`src/rtl/result_stream_pkg.sv`:
```
// Shared encodings for the result byte streamer: FSM states and output byte width.
package result_stream_pkg;

    localparam int BYTE_W = 8;

    typedef enum logic [1:0] {
        ST_IDLE = 2'b00,
        ST_LO   = 2'b01,
        ST_HI   = 2'b10
    } state_e;

endpackage

```
`src/rtl/result_fifo.sv`:
```
// Small word FIFO; fullness and emptiness come from the occupancy count, so pointers
// are free to wrap and may be equal both when empty and when full.
module result_fifo #(
    parameter int WIDTH     = 15,
    parameter int DEPTH     = 4,
    parameter int ADD_WIDTH = 2
) (
    input  logic                 clk,
    input  logic                 rst,
    input  logic                 wr_en,
    input  logic [WIDTH:0]       wr_data,
    input  logic                 rd_en,
    output logic [WIDTH:0]       rd_data,
    output logic [ADD_WIDTH:0]   count
);

    localparam logic [ADD_WIDTH-1:0] PTR_ONE = (ADD_WIDTH)'(1);
    localparam logic [ADD_WIDTH:0]   CNT_ONE = (ADD_WIDTH+1)'(1);

    logic [WIDTH:0]       mem_q [DEPTH];
    logic [ADD_WIDTH-1:0] wr_ptr_q, wr_ptr_d;
    logic [ADD_WIDTH-1:0] rd_ptr_q, rd_ptr_d;
    logic [ADD_WIDTH:0]   count_q, count_d;

    always_comb begin
        wr_ptr_d = wr_en ? wr_ptr_q + PTR_ONE : wr_ptr_q;
        rd_ptr_d = rd_en ? rd_ptr_q + PTR_ONE : rd_ptr_q;
        count_d  = count_q;
        case ({wr_en, rd_en})
            2'b10:   count_d = count_q + CNT_ONE;
            2'b01:   count_d = count_q - CNT_ONE;
            default: count_d = count_q;
        endcase
    end

    always_ff @(posedge clk or negedge rst) begin
        if (!rst) begin
            wr_ptr_q <= '0;
            rd_ptr_q <= '0;
            count_q  <= '0;
        end else begin
            wr_ptr_q <= wr_ptr_d;
            rd_ptr_q <= rd_ptr_d;
            count_q  <= count_d;
        end
    end

    // Storage carries no reset; only words covered by count are ever read.
    always_ff @(posedge clk) begin
        if (wr_en) begin
            mem_q[wr_ptr_q] <= wr_data;
        end
    end

    assign rd_data = mem_q[rd_ptr_q];
    assign count   = count_q;

endmodule

```
`src/rtl/result_byte_streamer.sv`:
```
// Captures CPU writeback words into a FIFO and streams each one out low byte first
// over an 8-bit valid/ready port; dropped words raise a sticky overflow flag.
module result_byte_streamer
    import result_stream_pkg::*;
#(
    parameter int WIDTH     = 15,
    parameter int DEPTH     = 4,
    parameter int ADD_WIDTH = 2
) (
    input  logic                clk,
    input  logic                rst,
    input  logic [WIDTH:0]      in_data,
    input  logic                in_valid,
    output logic [BYTE_W-1:0]   out_byte,
    output logic                out_valid,
    input  logic                out_ready,
    output logic [ADD_WIDTH:0]  fifo_count,
    output logic                overflow
);

    localparam logic [ADD_WIDTH:0] FULL_CNT = (ADD_WIDTH+1)'(DEPTH);

    state_e              state_q;
    logic [WIDTH:0]      hold_q;
    logic [WIDTH:0]      head;
    logic [BYTE_W-1:0]   out_byte_q;
    logic                out_valid_q;
    logic                overflow_q, overflow_d;
    logic                fifo_full, fifo_empty;
    logic                wr_en, rd_en;

    // Fullness is judged on the registered count, so a same-cycle pop never rescues a push.
    assign fifo_full  = (fifo_count == FULL_CNT);
    assign fifo_empty = (fifo_count == '0);
    assign wr_en      = in_valid && !fifo_full;
    assign rd_en      = !fifo_empty &&
                        ((state_q == ST_IDLE) || ((state_q == ST_HI) && out_ready));
    assign overflow_d = overflow_q | (in_valid & fifo_full);

    result_fifo #(
        .WIDTH     (WIDTH),
        .DEPTH     (DEPTH),
        .ADD_WIDTH (ADD_WIDTH)
    ) u_fifo (
        .clk     (clk),
        .rst     (rst),
        .wr_en   (wr_en),
        .wr_data (in_data),
        .rd_en   (rd_en),
        .rd_data (head),
        .count   (fifo_count)
    );

    always_ff @(posedge clk or negedge rst) begin
        if (!rst) begin
            overflow_q <= 1'b0;
        end else begin
            overflow_q <= overflow_d;
        end
    end

    always_ff @(posedge clk or negedge rst) begin
        if (!rst) begin
            state_q     <= ST_IDLE;
            hold_q      <= '0;
            out_byte_q  <= '0;
            out_valid_q <= 1'b0;
        end else begin
            case (state_q)
                ST_IDLE: begin
                    if (rd_en) begin
                        hold_q      <= head;
                        out_byte_q  <= head[BYTE_W-1:0];
                        out_valid_q <= 1'b1;
                        state_q     <= ST_LO;
                    end
                end
                ST_LO: begin
                    if (out_ready) begin
                        out_byte_q <= hold_q[WIDTH -: BYTE_W];
                        state_q    <= ST_HI;
                    end
                end
                ST_HI: begin
                    // Reloading straight from HI keeps words back to back with no idle bubble.
                    if (out_ready) begin
                        if (rd_en) begin
                            hold_q     <= head;
                            out_byte_q <= head[BYTE_W-1:0];
                            state_q    <= ST_LO;
                        end else begin
                            out_valid_q <= 1'b0;
                            state_q     <= ST_IDLE;
                        end
                    end
                end
                default: begin
                    out_valid_q <= 1'b0;
                    state_q     <= ST_IDLE;
                end
            endcase
        end
    end

    assign out_byte  = out_byte_q;
    assign out_valid = out_valid_q;
    assign overflow  = overflow_q;

endmodule

```
`config.mk`:
```
export PLATFORM = sky130hd
export DESIGN_NAME = result_byte_streamer
export DESIGN_NICKNAME = d
export VERILOG_FILES = /design/src/rtl/result_stream_pkg.sv /design/src/rtl/result_fifo.sv /design/src/rtl/result_byte_streamer.sv
export SDC_FILE = /design/constraint.sdc
export NUM_CORES = 1
export LEC_CHECK = 0
export ABC_AREA = 0
export BUFFER_PORTS_ARGS = -buffer_cell sky130_fd_sc_hd__buf_4
export CAP_MARGIN = 20
export CORE_ASPECT_RATIO = 0.9
export CORE_UTILIZATION = 45
export DETAILED_ROUTE_END_ITERATION = 6
export PLACE_DENSITY_LB_ADDON = 0.15
export SYNTH_ARGS = -nofsm -noshare
export SYNTH_HDL_FRONTEND = slang
export SYNTH_HIERARCHICAL = 1
export SYNTH_SLANG_ARGS = --single-unit
```
`constraint.sdc`:
```
create_clock -name clk -period 2.1 [get_ports clk]
set_input_delay 0.21 -clock clk [delete_from_list [all_inputs] [get_ports clk]]
set_output_delay 0.21 -clock clk [all_outputs]
set_load 0.005 [all_outputs]
```
**After elaboration in Yosys (flattened, before gate mapping)**

Memories as Yosys holds them, arrays and structs flattened.
Index checks and enable logic that the tools add are counted.
Widths: inputs -> output; s select.

- Add/subtract/negate cells: 4
- Multiply operators: 0
- Divide/modulo/power cells: 0
- Magnitude comparators: 0
- Equality and inequality tests: 9
- Shift operators: 0
- Muxes and demuxes: 19
- Bitwise gates (word level): 3
- Reductions and logical operators: 15

Operators by type and width:

| cell | number |
|---|---|
| $mux 16 | 2 |
| $pmux 16 s2 | 1 |
| $mux 8 | 3 |
| $pmux 8 s3 | 1 |
| $mux 1 | 6 |
| $mux 2 | 3 |
| $ne 2x2->1 const B | 3 |
| $pmux 2 s3 | 1 |
| $pmux 3 s2 | 1 |
| $reduce_and 3->1 | 2 |
| $add 2x1->2 const B | 2 |
| $eq 2x1->1 const B | 2 |
| $eq 2x2->1 const B | 2 |
| $reduce_and 4->1 | 1 |
| $reduce_bool 2->1 | 2 |
| $add 3x1->3 const B | 1 |
| $eq 3x3->1 const B | 1 |
| $logic_and 1x1->1 | 3 |
| $logic_not 3->1 | 1 |
| $pmux 1 s3 | 1 |
| $reduce_bool 3->1 | 1 |
| $sub 3x1->3 const B | 1 |
| $logic_not 1->1 | 2 |
| $logic_not 2->1 | 1 |
| 6 further kinds | 6 |

- Register bits after elaboration: 35
- Latch bits: 0
- RAM bits: 64
- Bits in read-only memories: 0
- Input bits: 20
- Output and inout bits: 13
- Logic and storage cells: 59
- Memories: 1

Memories:

| memory | depth | width | rd ports | clocked after Yosys merged registers in | wr ports | RTL line | text |
|---|---|---|---|---|---|---|---|
| u_fifo.mem_q | 4 | 16 | 1 | 0 | 1 | result_fifo.sv:20 | `logic [WIDTH:0] mem_q [DEPTH];` |

**Logic depth before layout (Yosys ltp)**

- Depth after elaboration: 7
- Depth in mapped cells: 8
- Mapped depth without buffers: 8

**Modules after synthesis**

The synthesis kept the hierarchy.

Modules (own cells, without submodules):

| module | instances | cells an instance | area each (µm²) | sequential area each (µm²) |
|---|---|---|---|---|
| result_fifo | 1 | 115 | 2727.6 | 2097.0 |
| result_byte_streamer | 1 | 62 | 960.9 | 500.5 |

**Least setup slack after synthesis**

No wires, ideal clock.

- Path type: reg-to-reg
- Start point: reg u_fifo.count_q[0], in the netlist u_fifo/count[0]
- End point: reg u_fifo.count_q[2], in the netlist u_fifo/count[2]
- Library setup time: 127 ps
- Data arrival time: 2005 ps
- Data required time: 1973 ps
- Slack: -33 ps
- Stages on the path, launching flop included: 9
- Buffers on the path: 0
- Clock period less this slack: 2133 ps
- Cell sequence: dfrtp_1 -> nor2_1 -> a21boi_0 -> inv_1 -> ha_1 -> fa_1 -> xnor2_1 -> nor2_1 -> xor2_1

- Word-level cells in the longest chain between the ends: 5
- Elaborated cells between the ends (all ways): 12
- Those cells by class: 2 x add/sub; 3 x eq/ne; 1 x mux; 6 x reduce/logical

RTL lines:

| what | RTL line | text |
|---|---|---|
| start, declared | result_fifo.sv:23 | `logic [ADD_WIDTH:0] count_q, count_d;` |
| start signal, assigned | result_fifo.sv:44 | `count_q <= count_d;` |
| $eq 3x3->1 * | result_byte_streamer.sv:33 | `assign fifo_full = (fifo_count == FULL_CNT);` |
| $logic_not 1->1 * | result_byte_streamer.sv:35 | `assign wr_en = in_valid && !fifo_full;` |
| $logic_and 1x1->1 * | result_byte_streamer.sv:35 |  |
| net wr_en | result_byte_streamer.sv:30 | `logic wr_en, rd_en;` |
| $eq 2x1->1 or $eq 2x2->1 (tied branches) | result_fifo.sv:29 | `case ({wr_en, rd_en})` |
| $pmux 3 s2 or $reduce_bool 2->1 (tied branches) | -- |  |

Mark *: on every way through the listed nets, which the timed path passes. The rest lies on a longest branch.
A chain may end at the register's enable or synchronous reset.

**Worst setup path after layout**

Ends and elaborated chain as after synthesis.

==> results_dict.tcl <==
set metrics [dict create \
    io_buffers 32 \
    cts.sinks 91 \
    antenna_found_initial 0 \
    min_to "u_fifo/mem_q[3][7]" \
    ys_seq_elements 91 \
    slew_headroom 0.572 \
    grt_overflow_total 0 \
    irDropWorstVdd_mv 0.572 \
    start_kind "flip-flop" \
    ys_seq_area_frac 0.704 \
    status "complete, no violations" \
    syn-num-nets 203 \
    syn2layout_area_growth_pct 16.8 \
    critPathArrivalTime_ns 2.22 \
    drc 0 \
    die_h_um 87.9 \
    yosysTopAreaCell "edfxtp_1" \
    die_w_um 97.4 \
    cts_tree "built" \
    synth_edf_count 64 \
    num_antenna_cells 0 \
    rr_worst_depth 8 \
    instances_no_fill 328 \
    clock_path_buffers 2 \
    cts-root-buf "clkbuf_8" \
    yosys-top-cells-area "edfxtp_1 52%, dfrtp_1 18%, mux4_1 5.7%" \
    nets 253 \
    min_path_cells 1 \
    start_util 0.477 \
    htreeDepth 3 \
    finalHoldViolCount 0 \
    vias 1756 \
    synth_top_area_frac 0.521 \
    syn_area_sq_um 3690 \
    cts.clk_slew.worst_paths_ns 0.09 \
    grt_setup_unrepaired "no" \
    worstPathRequired_ns 2.38 \
    setup_violations 0 \
    crit_fanout 5 \
    firstDrtPassIters 4 \
    die_area_sq_um 8560 \
    async_flop_share 0.297 \
    track_usage 0.162 \
    ys_warn_count 6 \
    fmax_ghz 0.516 \
    crit_type "reg2reg" \
    wl_um 6010 \
    viasPerCell 5.35 \
    drt_iter0_drc 88 \
    ant_nets 0 \
    fin_worst_skew_ns 0.00842 \
    row_count 30 \
    worstMarginPinSlew_ns 0.642 \
    holdCritStartpoint "in_data[7]" \
    setup_tns_ns 0 \
    r2r-end "u_fifo/count[2]" \
    core_area_sq_um 7730 \
    power_leakage_uw 0.00164 \
    r2r_slack_ns 0.16 \
    dp_hpwl_um 3840 \
    fin_crit_ns 1.94 \
    drive_gt1_frac 0.435 \
    wl_per_cell_um 18.3 \
    synthCells 177 \
    r2r_start "u_fifo/count[0]" \
    grt_pass1_vias 1874 \
    io_pins 33 \
    hold_ws_ns 0.0530 \
    grt_pass1_wl_um 9940 \
    place.gp.congestion 0.704 \
    hp-class "in2reg" \
    maxCapViolations 0 \
    synth.distinct_cells 30 \
    powerDensity_nw_per_um2 1470 \
    dp.cells 311 \
    insertion_delay_ns 0.36 \
    fin_crit_sh 0.923 \
    slew_violations 0 \
    grt_max_degree 28 \
    end_kind "flip-flop" \
    yosys_most_used_dff "edfxtp_1" \
    numCtsBuffers 9 \
    syn_area_per_cell_sq_um 20.8 \
]
-- through the flow --
step / cell area [sq um] / utilization / worst slack [ns] / power [uW]
6_report: 4310 / 0.557 / 0.163 / 6330
5_1_grt: 4310 / 0.557 / 0.0101 / 6750
4_1_cts: 4310 / 0.557 / 0.111 / 6410
3_5_place_dp: 4080 / 0.528 / 0.143 / 5130
3_3_place_gp: 4080 / 0.528 / 0.253 / 5020
2_1_floorplan: 3690 / - / 0.0590 / 4440
-- Yosys cell counts (2+ instances only) --
library cell and count:
edfxtp_1 64, dfrtp_1 27, mux2_2 17, mux2_4 8, mux4_1 8, mux4_2 8, inv_1 6, ha_1 5
and2_1 4, nand2_1 3, xnor2_1 3, xor2_1 3, buf_2 2, buf_6 2, nor2_1 2
-- flip-flops by register name, indices dropped and copies added, names as in the netlist --
signal	count
out_byte	8
u_fifo/wr_ptr_q	2
out_valid	1
u_fifo/rd_ptr_q	2
hold_q	8
u_fifo/count	3
state_q	2
overflow	1
u_fifo/mem_q	64
-- power by group --
part	switching, uW	leakage, uW	internal, uW
Sequential	268	0.000898	2480
Combinational	973	0.000640	1340
Clock	589	0.000103	672
-- timing repair --
item | in CTS | in global routing
hold buffers | 1 | 0
buffers inserted | 0 | 0
hold endpoints to repair | 27 | 0
endpoints found under the setup margin | 0 | 1
resized for setup | 0 | 2
-- how the worst max path moves through the flow --
stage | start | to | cells after the start
floorplan | u_fifo/count[1] | u_fifo/count[2] | 7
global placement | u_fifo/count[1] | u_fifo/count[2] | 7
detailed placement | u_fifo/count[0] | u_fifo/count[2] | 8
CTS | u_fifo/count[0] | u_fifo/count[2] | 8
global route | u_fifo/count[0] | u_fifo/count[2] | 8
finish | u_fifo/count[0] | u_fifo/count[2] | 8
-- routing by layer --
layer | up-vias | wire [um] | share of wire | track usage
met5 | - | 0 | 0 | 0
met4 | 0 | 61 | 0.010 | 0.0561
met2 | 45 | 3070 | 0.51 | 0.277
met3 | 6 | 311 | 0.052 | 0.0535
li1 | 795 | - | - | -
met1 | 910 | 2570 | 0.43 | 0.196
-- logic make-up after synthesis --
logic type,share of synthesized area
flip-flops,0.704
multiplexers,0.190
adder cells (fa/ha/maj),0.0224
XOR/XNOR,0.0142
buffers and inverters,0.0204
AND/OR/NAND/NOR,0.0271
AO/OA/AOI/OAI,0.0214
-- worst max-delay path, stage by stage (launching register included) --
cell and delay (ns):
dfrtp_2 0.44, nor2_1 0.08, a21boi_1 0.24, inv_1 0.09, ha_1 0.25, fa_1 0.38
xnor2_1 0.13, nor2_1 0.11, xor2_1 0.15
-- final cells by class --
cell class / instances / area [sq um]
clock buffers: 10 / 128
clock inverters: 6 / 88.8
fillers: 604 / 3420
inverters: 6 / 22.5
multi-input cells: 75 / 1020
flip-flops and latches: 91 / 2600
well taps: 96 / 120
repair buffers: 44 / 333
-- placed cells by master, fill, tap and decap left out, types with 2 or more instances in the layout --
cell / Yosys / routed
nor2_1: 2 / 2
mux4_1: 8 / 8
inv_1: 6 / 6
bufinv_16: 0 / 2
mux2_4: 8 / 8
and2_1: 4 / 4
mux2_2: 17 / 17
clkinvlp_4: 0 / 2
dfrtp_1: 27 / 25
xnor2_1: 3 / 3
dfrtp_2: 0 / 2
xor2_1: 3 / 3
mux4_2: 8 / 8
clkbuf_8: 0 / 9
ha_1: 5 / 5
nand2_1: 3 / 3
buf_4: 0 / 43
edfxtp_1: 64 / 64
Note: power is estimated with default switching activity, not from simulation.
